--- config.mk ---
export PLATFORM = sky130hd
export DESIGN_NAME = issue_ctrl_flat
export DESIGN_NICKNAME = d
export VERILOG_FILES = /design/src/rtl/issue_ctrl_pkg.sv /design/src/rtl/issue_ctrl_if.sv /design/src/rtl/issue_ctrl_fifo.sv /design/src/rtl/issue_ctrl.sv /design/src/flat_wrapper.sv
export SDC_FILE = /design/constraint.sdc
export NUM_CORES = 1
export LEC_CHECK = 0
export ABC_AREA = 1
export ABC_CLOCK_PERIOD_IN_PS = 4700
export BUFFER_PORTS_ARGS = -buffer_cell sky130_fd_sc_hd__buf_4
export CORE_MARGIN = 8
export CORE_UTILIZATION = 52
export DETAILED_ROUTE_END_ITERATION = 12
export PLACE_DENSITY = 0.77
export SYNTH_ARGS = -nofsm -noshare
export SYNTH_HDL_FRONTEND = slang
export SYNTH_SLANG_ARGS = --single-unit
--- constraint.sdc ---
create_clock -name clk -period 4.7 [get_ports clk]
set_input_delay 0.705 -clock clk [delete_from_list [all_inputs] [get_ports clk]]
set_output_delay 0.705 -clock clk [all_outputs]
set_load 0.01 [all_outputs]
--- src/rtl/issue_ctrl_pkg.sv ---
// Shared types for the issue controller: decoded opcode classes, fetch
// buffer entry, controller state, and the destination-write predicate.
package issue_ctrl_pkg;

  typedef enum logic [3:0] {
    OP_32      = 4'd0,
    OP_IMM_32  = 4'd1,
    LOAD       = 4'd2,
    STORE      = 4'd3,
    BRANCH     = 4'd4,
    JAL        = 4'd5,
    JALR       = 4'd6,
    LUI        = 4'd7,
    AUIPC      = 4'd8,
    MISC_MEM   = 4'd9,
    SYSTEM     = 4'd10,
    RESERVED_4 = 4'd11
  } opcode_e;

  typedef struct packed {
    logic [31:0] instr;
    logic [31:0] pc;
  } fetch_entry_t;

  typedef enum logic {
    ST_RUN  = 1'b0,
    ST_HALT = 1'b1
  } issue_state_e;

  // True for opcode classes that produce a register result.
  function automatic logic writes_rd(input opcode_e op);
    case (op)
      OP_32, OP_IMM_32, LOAD, JAL, JALR, LUI, AUIPC: writes_rd = 1'b1;
      default:                                       writes_rd = 1'b0;
    endcase
  endfunction

endpackage

--- src/rtl/issue_ctrl_if.sv ---
// Valid/ready instruction channel: used for both fetch->issue_ctrl and
// issue_ctrl->execute.
interface issue_ctrl_if;
  logic        valid;
  logic        ready;
  logic [31:0] instr;
  logic [31:0] pc;

  modport master (output valid, output instr, output pc, input ready);
  modport slave  (input valid, input instr, input pc, output ready);
endinterface

--- src/rtl/issue_ctrl_fifo.sv ---
// Synchronous FIFO of fetch entries. Pointers carry one extra wrap bit so
// full and empty are distinguished by their difference. An empty FIFO
// presents an all-zero head.
module issue_fifo
  import issue_ctrl_pkg::*;
#(
  parameter int DEPTH = 4
) (
  input  logic                     clk,
  input  logic                     rst,
  input  logic                     clr,
  input  logic                     push,
  input  fetch_entry_t             wdata,
  input  logic                     pop,
  output fetch_entry_t             rdata,
  output logic [$clog2(DEPTH):0]   count,
  output logic                     empty,
  output logic                     full
);

  localparam int PTR_W = $clog2(DEPTH);
  localparam logic [PTR_W:0] DEPTH_C = (PTR_W + 1)'(DEPTH);
  localparam logic [PTR_W:0] ONE_C   = (PTR_W + 1)'(1);

  fetch_entry_t     mem_r [DEPTH];
  logic [PTR_W:0]   wptr_r;
  logic [PTR_W:0]   rptr_r;
  logic             do_push_s;
  logic             do_pop_s;

  assign count     = wptr_r - rptr_r;
  assign empty     = (count == {(PTR_W + 1){1'b0}});
  assign full      = (count == DEPTH_C);
  assign do_push_s = push && !full;
  assign do_pop_s  = pop && !empty;
  assign rdata     = empty ? '0 : mem_r[rptr_r[PTR_W-1:0]];

  // Pointer update; clear empties the FIFO and discards any same-cycle push.
  always_ff @(posedge clk) begin
    if (rst || clr) begin
      wptr_r <= {(PTR_W + 1){1'b0}};
      rptr_r <= {(PTR_W + 1){1'b0}};
    end else begin
      if (do_push_s) wptr_r <= wptr_r + ONE_C;
      if (do_pop_s)  rptr_r <= rptr_r + ONE_C;
    end
  end

  // Storage write; contents need no reset since empty masks the head.
  always_ff @(posedge clk) begin
    if (do_push_s && !clr) mem_r[wptr_r[PTR_W-1:0]] <= wdata;
  end

endmodule

--- src/rtl/issue_ctrl.sv ---
// Issue controller: buffers fetched words, exposes the head to an external
// decoder, blocks on register hazards via a pending-write scoreboard, and
// halts after issuing an illegal word until the next flush.
module issue_ctrl
  import issue_ctrl_pkg::*;
#(
  parameter int DEPTH = 4,
  parameter int CNT_W = 32
) (
  input  logic             clk,
  input  logic             rst,
  issue_ctrl_if.slave      fetch,
  issue_ctrl_if.master     issue,
  output logic [31:0]      dec_instr,
  input  opcode_e          dec_opcode,
  input  logic [4:0]       dec_rs1,
  input  logic [4:0]       dec_rs2,
  input  logic [4:0]       dec_rd,
  output logic             issue_illegal,
  input  logic             wb_valid,
  input  logic [4:0]       wb_rd,
  input  logic             flush,
  output logic [CNT_W-1:0] stall_cnt,
  output logic             halted
);

  localparam int PTR_W = $clog2(DEPTH);
  localparam logic [PTR_W:0] DEPTH_C = (PTR_W + 1)'(DEPTH);

  fetch_entry_t     head_s;
  fetch_entry_t     wdata_s;
  logic [PTR_W:0]   count_s;
  logic             empty_s;
  logic             full_s;
  logic             run_s;
  logic             ready_s;
  logic             push_s;
  logic             valid_s;
  logic             pop_s;
  logic             hazard_s;
  logic             stall_s;
  logic [31:0]      pend_r;
  logic [31:0]      clr_mask_s;
  logic [31:0]      set_mask_s;
  issue_state_e     state_r;
  logic [CNT_W-1:0] stall_cnt_r;

  assign run_s    = (state_r == ST_RUN);
  assign ready_s  = (count_s < DEPTH_C) && !flush && run_s;
  assign push_s   = fetch.valid && ready_s && !full_s;
  assign hazard_s = pend_r[dec_rs1] | pend_r[dec_rs2] | pend_r[dec_rd];
  assign valid_s  = !empty_s && run_s && !hazard_s && !flush;
  assign pop_s    = valid_s && issue.ready;
  assign stall_s  = !empty_s && run_s && hazard_s && !flush;

  assign wdata_s.instr = fetch.instr;
  assign wdata_s.pc    = fetch.pc;

  assign fetch.ready   = ready_s;
  assign issue.valid   = valid_s;
  assign issue.instr   = head_s.instr;
  assign issue.pc      = head_s.pc;
  assign dec_instr     = head_s.instr;
  assign issue_illegal = valid_s && (dec_opcode == RESERVED_4);
  assign halted        = (state_r == ST_HALT);
  assign stall_cnt     = stall_cnt_r;

  issue_fifo #(.DEPTH(DEPTH)) u_fifo (
    .clk   (clk),
    .rst   (rst),
    .clr   (flush),
    .push  (push_s),
    .wdata (wdata_s),
    .pop   (pop_s),
    .rdata (head_s),
    .count (count_s),
    .empty (empty_s),
    .full  (full_s)
  );

  // Writeback clear and issue set masks; set is applied after clear so it wins.
  always_comb begin
    clr_mask_s = 32'd0;
    set_mask_s = 32'd0;
    if (wb_valid) begin
      clr_mask_s = 32'd1 << wb_rd;
    end else begin
      clr_mask_s = 32'd0;
    end
    if (pop_s && writes_rd(dec_opcode)) begin
      set_mask_s = 32'd1 << dec_rd;
    end else begin
      set_mask_s = 32'd0;
    end
  end

  // Pending-write scoreboard; x0 never pends and flush leaves it intact.
  always_ff @(posedge clk) begin
    if (rst) begin
      pend_r <= 32'd0;
    end else begin
      pend_r <= ((pend_r & ~clr_mask_s) | set_mask_s) & 32'hFFFF_FFFE;
    end
  end

  // Run/halt control: an issued illegal word halts, flush always resumes.
  always_ff @(posedge clk) begin
    if (rst) begin
      state_r <= ST_RUN;
    end else if (flush) begin
      state_r <= ST_RUN;
    end else begin
      case (state_r)
        ST_RUN:  state_r <= (pop_s && (dec_opcode == RESERVED_4)) ? ST_HALT : ST_RUN;
        ST_HALT: state_r <= ST_HALT;
        default: state_r <= ST_RUN;
      endcase
    end
  end

  // Saturating count of cycles a valid head is held back by a hazard.
  always_ff @(posedge clk) begin
    if (rst) begin
      stall_cnt_r <= {CNT_W{1'b0}};
    end else if (stall_s && (stall_cnt_r != {CNT_W{1'b1}})) begin
      stall_cnt_r <= stall_cnt_r + {{(CNT_W-1){1'b0}}, 1'b1};
    end else begin
      stall_cnt_r <= stall_cnt_r;
    end
  end

endmodule

--- src/flat_wrapper.sv ---
// flat-port wrapper written by rule: the top's interface ports become plain ports
module issue_ctrl_flat import issue_ctrl_pkg::*;
#(
  parameter int DEPTH = 4,
  parameter int CNT_W = 32
)
  (clk, rst, dec_instr, dec_opcode, dec_rs1, dec_rs2, dec_rd, issue_illegal, wb_valid, wb_rd, flush, stall_cnt, halted, fetch_valid, fetch_instr, fetch_pc, fetch_ready, issue_valid, issue_instr, issue_pc, issue_ready);
  issue_ctrl_if fetch_i ();
  issue_ctrl_if issue_i ();
  input  logic clk;
  input  logic rst;
  output logic [31:0] dec_instr;
  input  opcode_e dec_opcode;
  input  logic [4:0] dec_rs1;
  input  logic [4:0] dec_rs2;
  input  logic [4:0] dec_rd;
  output logic issue_illegal;
  input  logic wb_valid;
  input  logic [4:0] wb_rd;
  input  logic flush;
  output logic [CNT_W-1:0] stall_cnt;
  output logic halted;
  input wire logic [$bits(fetch_i.valid)-1:0] fetch_valid;
  input wire logic [$bits(fetch_i.instr)-1:0] fetch_instr;
  input wire logic [$bits(fetch_i.pc)-1:0] fetch_pc;
  output wire logic [$bits(fetch_i.ready)-1:0] fetch_ready;
  output wire logic [$bits(issue_i.valid)-1:0] issue_valid;
  output wire logic [$bits(issue_i.instr)-1:0] issue_instr;
  output wire logic [$bits(issue_i.pc)-1:0] issue_pc;
  input wire logic [$bits(issue_i.ready)-1:0] issue_ready;
  assign fetch_i.valid = fetch_valid;
  assign fetch_i.instr = fetch_instr;
  assign fetch_i.pc = fetch_pc;
  assign fetch_ready = fetch_i.ready;
  assign issue_valid = issue_i.valid;
  assign issue_instr = issue_i.instr;
  assign issue_pc = issue_i.pc;
  assign issue_i.ready = issue_ready;
  issue_ctrl #(.DEPTH(DEPTH), .CNT_W(CNT_W)) u_core (.clk(clk), .rst(rst), .fetch(fetch_i), .issue(issue_i), .dec_instr(dec_instr), .dec_opcode(dec_opcode), .dec_rs1(dec_rs1), .dec_rs2(dec_rs2), .dec_rd(dec_rd), .issue_illegal(issue_illegal), .wb_valid(wb_valid), .wb_rd(wb_rd), .flush(flush), .stall_cnt(stall_cnt), .halted(halted));
endmodule
# Word-level counts from Yosys, hierarchy flattened
# Memories as Yosys holds them, arrays and structs flattened. A register that Yosys moved wholly into a read port is not among the register bits.
# Cells that the tools add are included.
# word_totals
ff_bits,71
latch_bits,0
mem_bits_rw,256
romBits,0
inputBits,94
out_inout_bits,132
elab_cells,74
mem_count,1
# classes
addsub,4
mul,0
div_mod_pow,0
magnitude_cmp,4
eq_ne,9
shifts,2
n_mux,16
bitwise,6
n_reduce_logical,26
# mem_list
name,depth,width,read_ports,rd_clocked_by_memory_dff,write_ports,line,text
u_core.u_fifo.mem_r,4,64,1,1,1,issue_ctrl_fifo.sv:25,fetch_entry_t mem_r [DEPTH];
# ops
cell,n
32-bit two-way mux,2
64-bit two-way mux,1
1-bit by 5-bit << shifter with 32-bit output (first input constant),2
32-bit by 1-bit adder with 32-bit output (second input constant),1
32-bit AND,1
32-bit != test (second input constant),1
32-bit inverter,1
32-bit bitwise OR,1
5-bit by 6-bit < comparator with 1-bit output (second input constant),3
1-bit logical AND,17
1-bit binary-select mux with 5-bit select,3
4-bit by 3-bit equality test with 1-bit output (second input constant),3
4-bit equality test (second input constant),2
1-bit two-way mux,7
7-bit OR reduction,1
3-bit by 1-bit adder with 3-bit output (second input constant),2
4-bit by 1-bit equality test with 1-bit output (second input constant),1
4-bit by 2-bit equality test with 1-bit output (second input constant),1
1-bit logical NOT,4
4-bit logical NOT,1
2-bit two-way mux,2
3-bit equality test (second input constant),1
3-bit logical NOT,1
3-bit < comparator (second input constant),1
6 further kinds,7

# Longest topological paths before layout
# depth
ltp_word,11
mapped_depth,17
mapped_depth_nobuf,15

# Cells and area by module
# A second synthesis with hierarchy kept.
# hier_totals
hier_cells,1722
hier_area_um2,15713.8
# modules_own_cells
module,instances,cells_each,area_each_um2,seq_area_each_um2
issue_fifo,1,897,10640.2,7847.5
issue_ctrl,1,825,5073.6,1281.2

# Worst setup path before layout
# Ideal clock, no wire load.
# synth_path
path_kind,register to register
from,register u_core.u_fifo.rptr_r[1]
to,"memory u_core.u_fifo.mem_r[0][0] (netlist name), enable pin"
setup_time_ns,0.487
t_arrival_ns,4.226
required_time_ns,4.213
path_slack_ns,-0.013
stages_incl_launch_ff,8
path_buffers,0
synth_period_minus_slack_ns,4.713
cell_sequence,dfxtp_1 -> inv_1 -> ha_1 -> a21oi_1 -> xnor2_1 -> nor3_1 -> nand2_1 -> nor2_1
# synth_via
elab_chain_cells,10
elab_cells_between_ends,12
cone_classes,add/sub (1); order compare (1); eq/ne (1); mux (2); reduce/logical (7)
# synth_lines
item,line,text
"start, declared",issue_ctrl_fifo.sv:27,logic [PTR_W:0] rptr_r;
"start signal, assigned",issue_ctrl_fifo.sv:42,rptr_r <= {(PTR_W + 1){1'b0}};
"start signal, assigned",issue_ctrl_fifo.sv:45,if (do_pop_s) rptr_r <= rptr_r + ONE_C;
3-bit subtractor,issue_ctrl_fifo.sv:31,assign count = wptr_r - rptr_r;
3-bit < comparator,issue_ctrl.sv:49,assign ready_s = (count_s < DEPTH_C) && !flush && run_s;
1-bit logical AND (2 in a row),issue_ctrl.sv:49,
via fetch_ready,flat_wrapper.sv:26,output wire logic [$bits(fetch_i.ready)-1:0] fetch_ready;
1-bit logical AND (2 in a row),issue_ctrl.sv:50,assign push_s = fetch.valid && ready_s && !full_s;
1-bit logical AND,issue_ctrl_fifo.sv:34,assign do_push_s = push && !full;
1-bit logical AND,issue_ctrl_fifo.sv:51,if (do_push_s && !clr) mem_r[wptr_r[PTR_W-1:0]] <= wdata;
1-bit two-way mux,issue_ctrl_fifo.sv:51,
1-bit two-way mux (not written as such),issue_ctrl_fifo.sv:51,
"end, declared",issue_ctrl_fifo.sv:25,
# The timed path passes the listed nets, and every way through them passes these cells.

==> results.ini <==
[run_status]
status=completed

[yosys]
synth_common_cells=nor2_1, nand2_1, edfxtp_1
synth_warnings=0
syn_area_per_cell_sq_um=9.46
synth_ff_type=edfxtp_1
yosysMostFrequentCell=nor2_1
synth_cell_types=33
ys_seq_area_frac=0.595
synth_area_sq_mm=0.0153
yosys_register_bits=328
synth_fp_nets=1723
synth_edf_count=256
synthCells=1621
yosys-top-cells-area=edfxtp_1, dfxtp_1, nor2_1, nand2_1, nand3_1
netlist.area_leader.share=0.501
yosys.area.top_type=edfxtp_1
async_reset_ff_frac=0

[sta]
final-hold-violation-count=0
fmax_mhz=278
worstMarginPinSlew_ps=1040
rsz0062_at_grt=false
slew_headroom=0.308
skew_ps=20.2
tns_ps=0
setup_violations=0
timing.final.crit_share=0.766
finalCriticalPeriod_ps=3600
slew_violations=0

[critical_path]
r2r_start=u_core.u_fifo.rptr_r[1]
timing.rr.end=u_core.u_fifo.mem_r[1][3]
worstPathRequired_ps=3990
crit_path_max_fanout=86
critPathCaptureType=output pin
reg2reg_depth=8
critPathLaunchType=flip-flop
r2r_setup_slack_ps=1500
setup.worst_path.class=reg -> out
crit_arrival_ps=2900

[power_and_ir_drop]
internal-power_mw=4.86
seq_power_share=0.511
p_per_area_mw_per_mm2=344
power.leakage_nw=7.10
clockPowerShare=0.417
irDropWorstVdd_mv=0.330
combPwrFrac=0.072
p_sw_mw=1.36
switching_share=0.219

[place]
dp_hpwl_um=25300
placed_area_sq_mm=0.0170
port_buffers=225
routabilityCongestion=0.936

[clock_tree]
post_cts_resized=0
clk_path_buf_depth=3
clk_latency_ps=520
cts_root_buffer=clkbuf_16
post-cts-setup-buffers=0
cts_made_buffers=35
clk_pin_slew_ps=60
cts_tree=yes
clock-sinks=328
cts_max_level=2
holdBufCountCts=0

[die]
num_rows=63
die-area_sq_mm=0.0352
floorplan.initialDensity=0.523
core_sq_mm=0.0293
die_y_um=188
dieWidth_um=188
pin_count=226

[worst_hold_path]
whs_path_depth=1
hp-class=in -> reg
hold_start=fetch_pc[27]
min_to=u_core.u_fifo.mem_r[0][27]

[global_route]
grt_pass1_wl_um=62600
antenna_found_initial=1
grt_max_degree=87
grt_pass1_vias=11900
grt_overflow=0
track_usage=0.216

[routing]
routedWlPerCell_um=18.0
post-route-drc-count=0
ant_nets=0
drt-total-wl_um=39400
drt-initial-drc-count=1128
viasPerCell=5.62
vias=12300
firstDrtPassIters=5

[cells_and_area]
fillers=2428
drive_above_1_share=0.172
design_area_sq_mm=0.0181
multi_input_area_sq_mm=0.00501
diodes=0
final_core_util=0.617
seq_area_sq_mm=0.00914
area_growth_pct=17.9
final_nets=1869

[flow_run]
max_cap_violations=0

==> kinds of logic after synthesis <==
logic type	after synthesis	synth area share
fa+ha+maj	8	0.00653
xor+xnor	33	0.0188
flops	328	0.595
simple gates	731	0.203
compound gates	246	0.0964
buf+inv	275	0.0799
==> layer usage <==
| layer | vias to the layer above | track usage | share of wire | wire length (um) |
|---|---|---|---|---|
| met1 | 5867 | 0.278 | 0.41 | 16300 |
| li1 | 5841 | - | - | - |
| met2 | 474 | 0.364 | 0.49 | 19200 |
| met5 | - | 0 | 0.00033 | 13 |
| met3 | 70 | 0.0401 | 0.072 | 2820 |
| met4 | 2 | 0.0679 | 0.026 | 1030 |
==> placed cells by master, fill, tap and decap left out, types with 2 or more instances in the layout <==
master / synthesis / final
nand2_1: 257 / 257
o21ai_0: 107 / 107
nor3_1: 18 / 18
clkinv_2: 0 / 4
ha_1: 8 / 8
clkbuf_16: 0 / 35
clkinv_1: 1 / 8
dfxtp_4: 0 / 2
clkbuf_1: 66 / 9
buf_4: 44 / 237
nand3_1: 125 / 125
nor2_4: 2 / 5
nor4_1: 11 / 11
dfxtp_1: 72 / 70
o32ai_1: 64 / 64
bufinv_16: 0 / 2
xnor2_1: 8 / 8
nand4_1: 42 / 42
clkbuf_8: 0 / 2
a21oi_1: 72 / 71
buf_12: 0 / 2
inv_1: 136 / 134
nor2_2: 2 / 2
inv_2: 8 / 9
nor2_1: 268 / 265
xor2_1: 25 / 25
edfxtp_1: 256 / 256
clkinv_8: 0 / 2
==> worst max-delay path, cell delays in order (launching register included) <==
cell and delay (ps):
dfxtp_4 630, buf_4 740, nor2_1 110, o32ai_1 550
nand2_1 110, inv_1 90, buf_4 120
==> registers in the layout, summed over array words and instances (netlist names), named ones only <==
signal	count
u_core.pend_r	31
u_core.u_fifo.wptr_r	3
u_core.stall_cnt	32
u_core.u_fifo.rptr_r	3
u_core.halted	1
u_core.u_fifo.mem_r	256
==> power groups by stage <==
stage / clock network (mW) / logic [mW] / registers (mW)
after floorplan: 0 / 0.244 / 3.24
after global placement: 0 / 0.436 / 3.24
after detailed placement: 0 / 0.444 / 3.24
after CTS: 2.65 / 0.446 / 3.18
after global routing: 2.77 / 0.488 / 3.18
final: 2.60 / 0.446 / 3.18
==> stage by stage <==
stage / power [mW] / std cells / worst slack, ps / hold slack, ps
CTS: 6.28 / 2182 / 1100 / 360
floorplan: 3.49 / 1621 / -13.1 / 454
global route: 6.44 / 2182 / 937 / 366
global placement: 3.67 / 2120 / 1440 / 468
finish: 6.22 / 2182 / 1100 / 385
detailed placement: 3.68 / 2120 / 1410 / 471
==> worst max-delay path by stage <==
| stage | startpoint | end | slack [ps] | depth (start not counted) |
|---|---|---|---|---|
| floorplan | u_core.u_fifo.rptr_r[1] | u_core.u_fifo.mem_r[0][0] | -10 | 7 |
| global placement | u_core.u_fifo.rptr_r[1] | u_core.u_fifo.mem_r[1][53] | 1440 | 8 |
| detailed placement | u_core.u_fifo.rptr_r[1] | u_core.u_fifo.mem_r[1][53] | 1410 | 8 |
| CTS | flip-flop | issue_pc[18] | 1100 | 7 |
| global route | flip-flop | issue_pc[11] | 940 | 6 |
| finish | flip-flop | issue_pc[10] | 1100 | 6 |
==> area by class of cell <==
cell class | count | area share
Clock buffer | 46 | 0.0518
Tap cell | 390 | 0.0270
Inverter | 145 | 0.0302
Sequential cell | 328 | 0.505
Multi-Input combinational cell | 1018 | 0.277
Timing Repair Buffer | 239 | 0.101
Clock inverter | 16 | 0.00816
(Power assumes the default switching activity.)
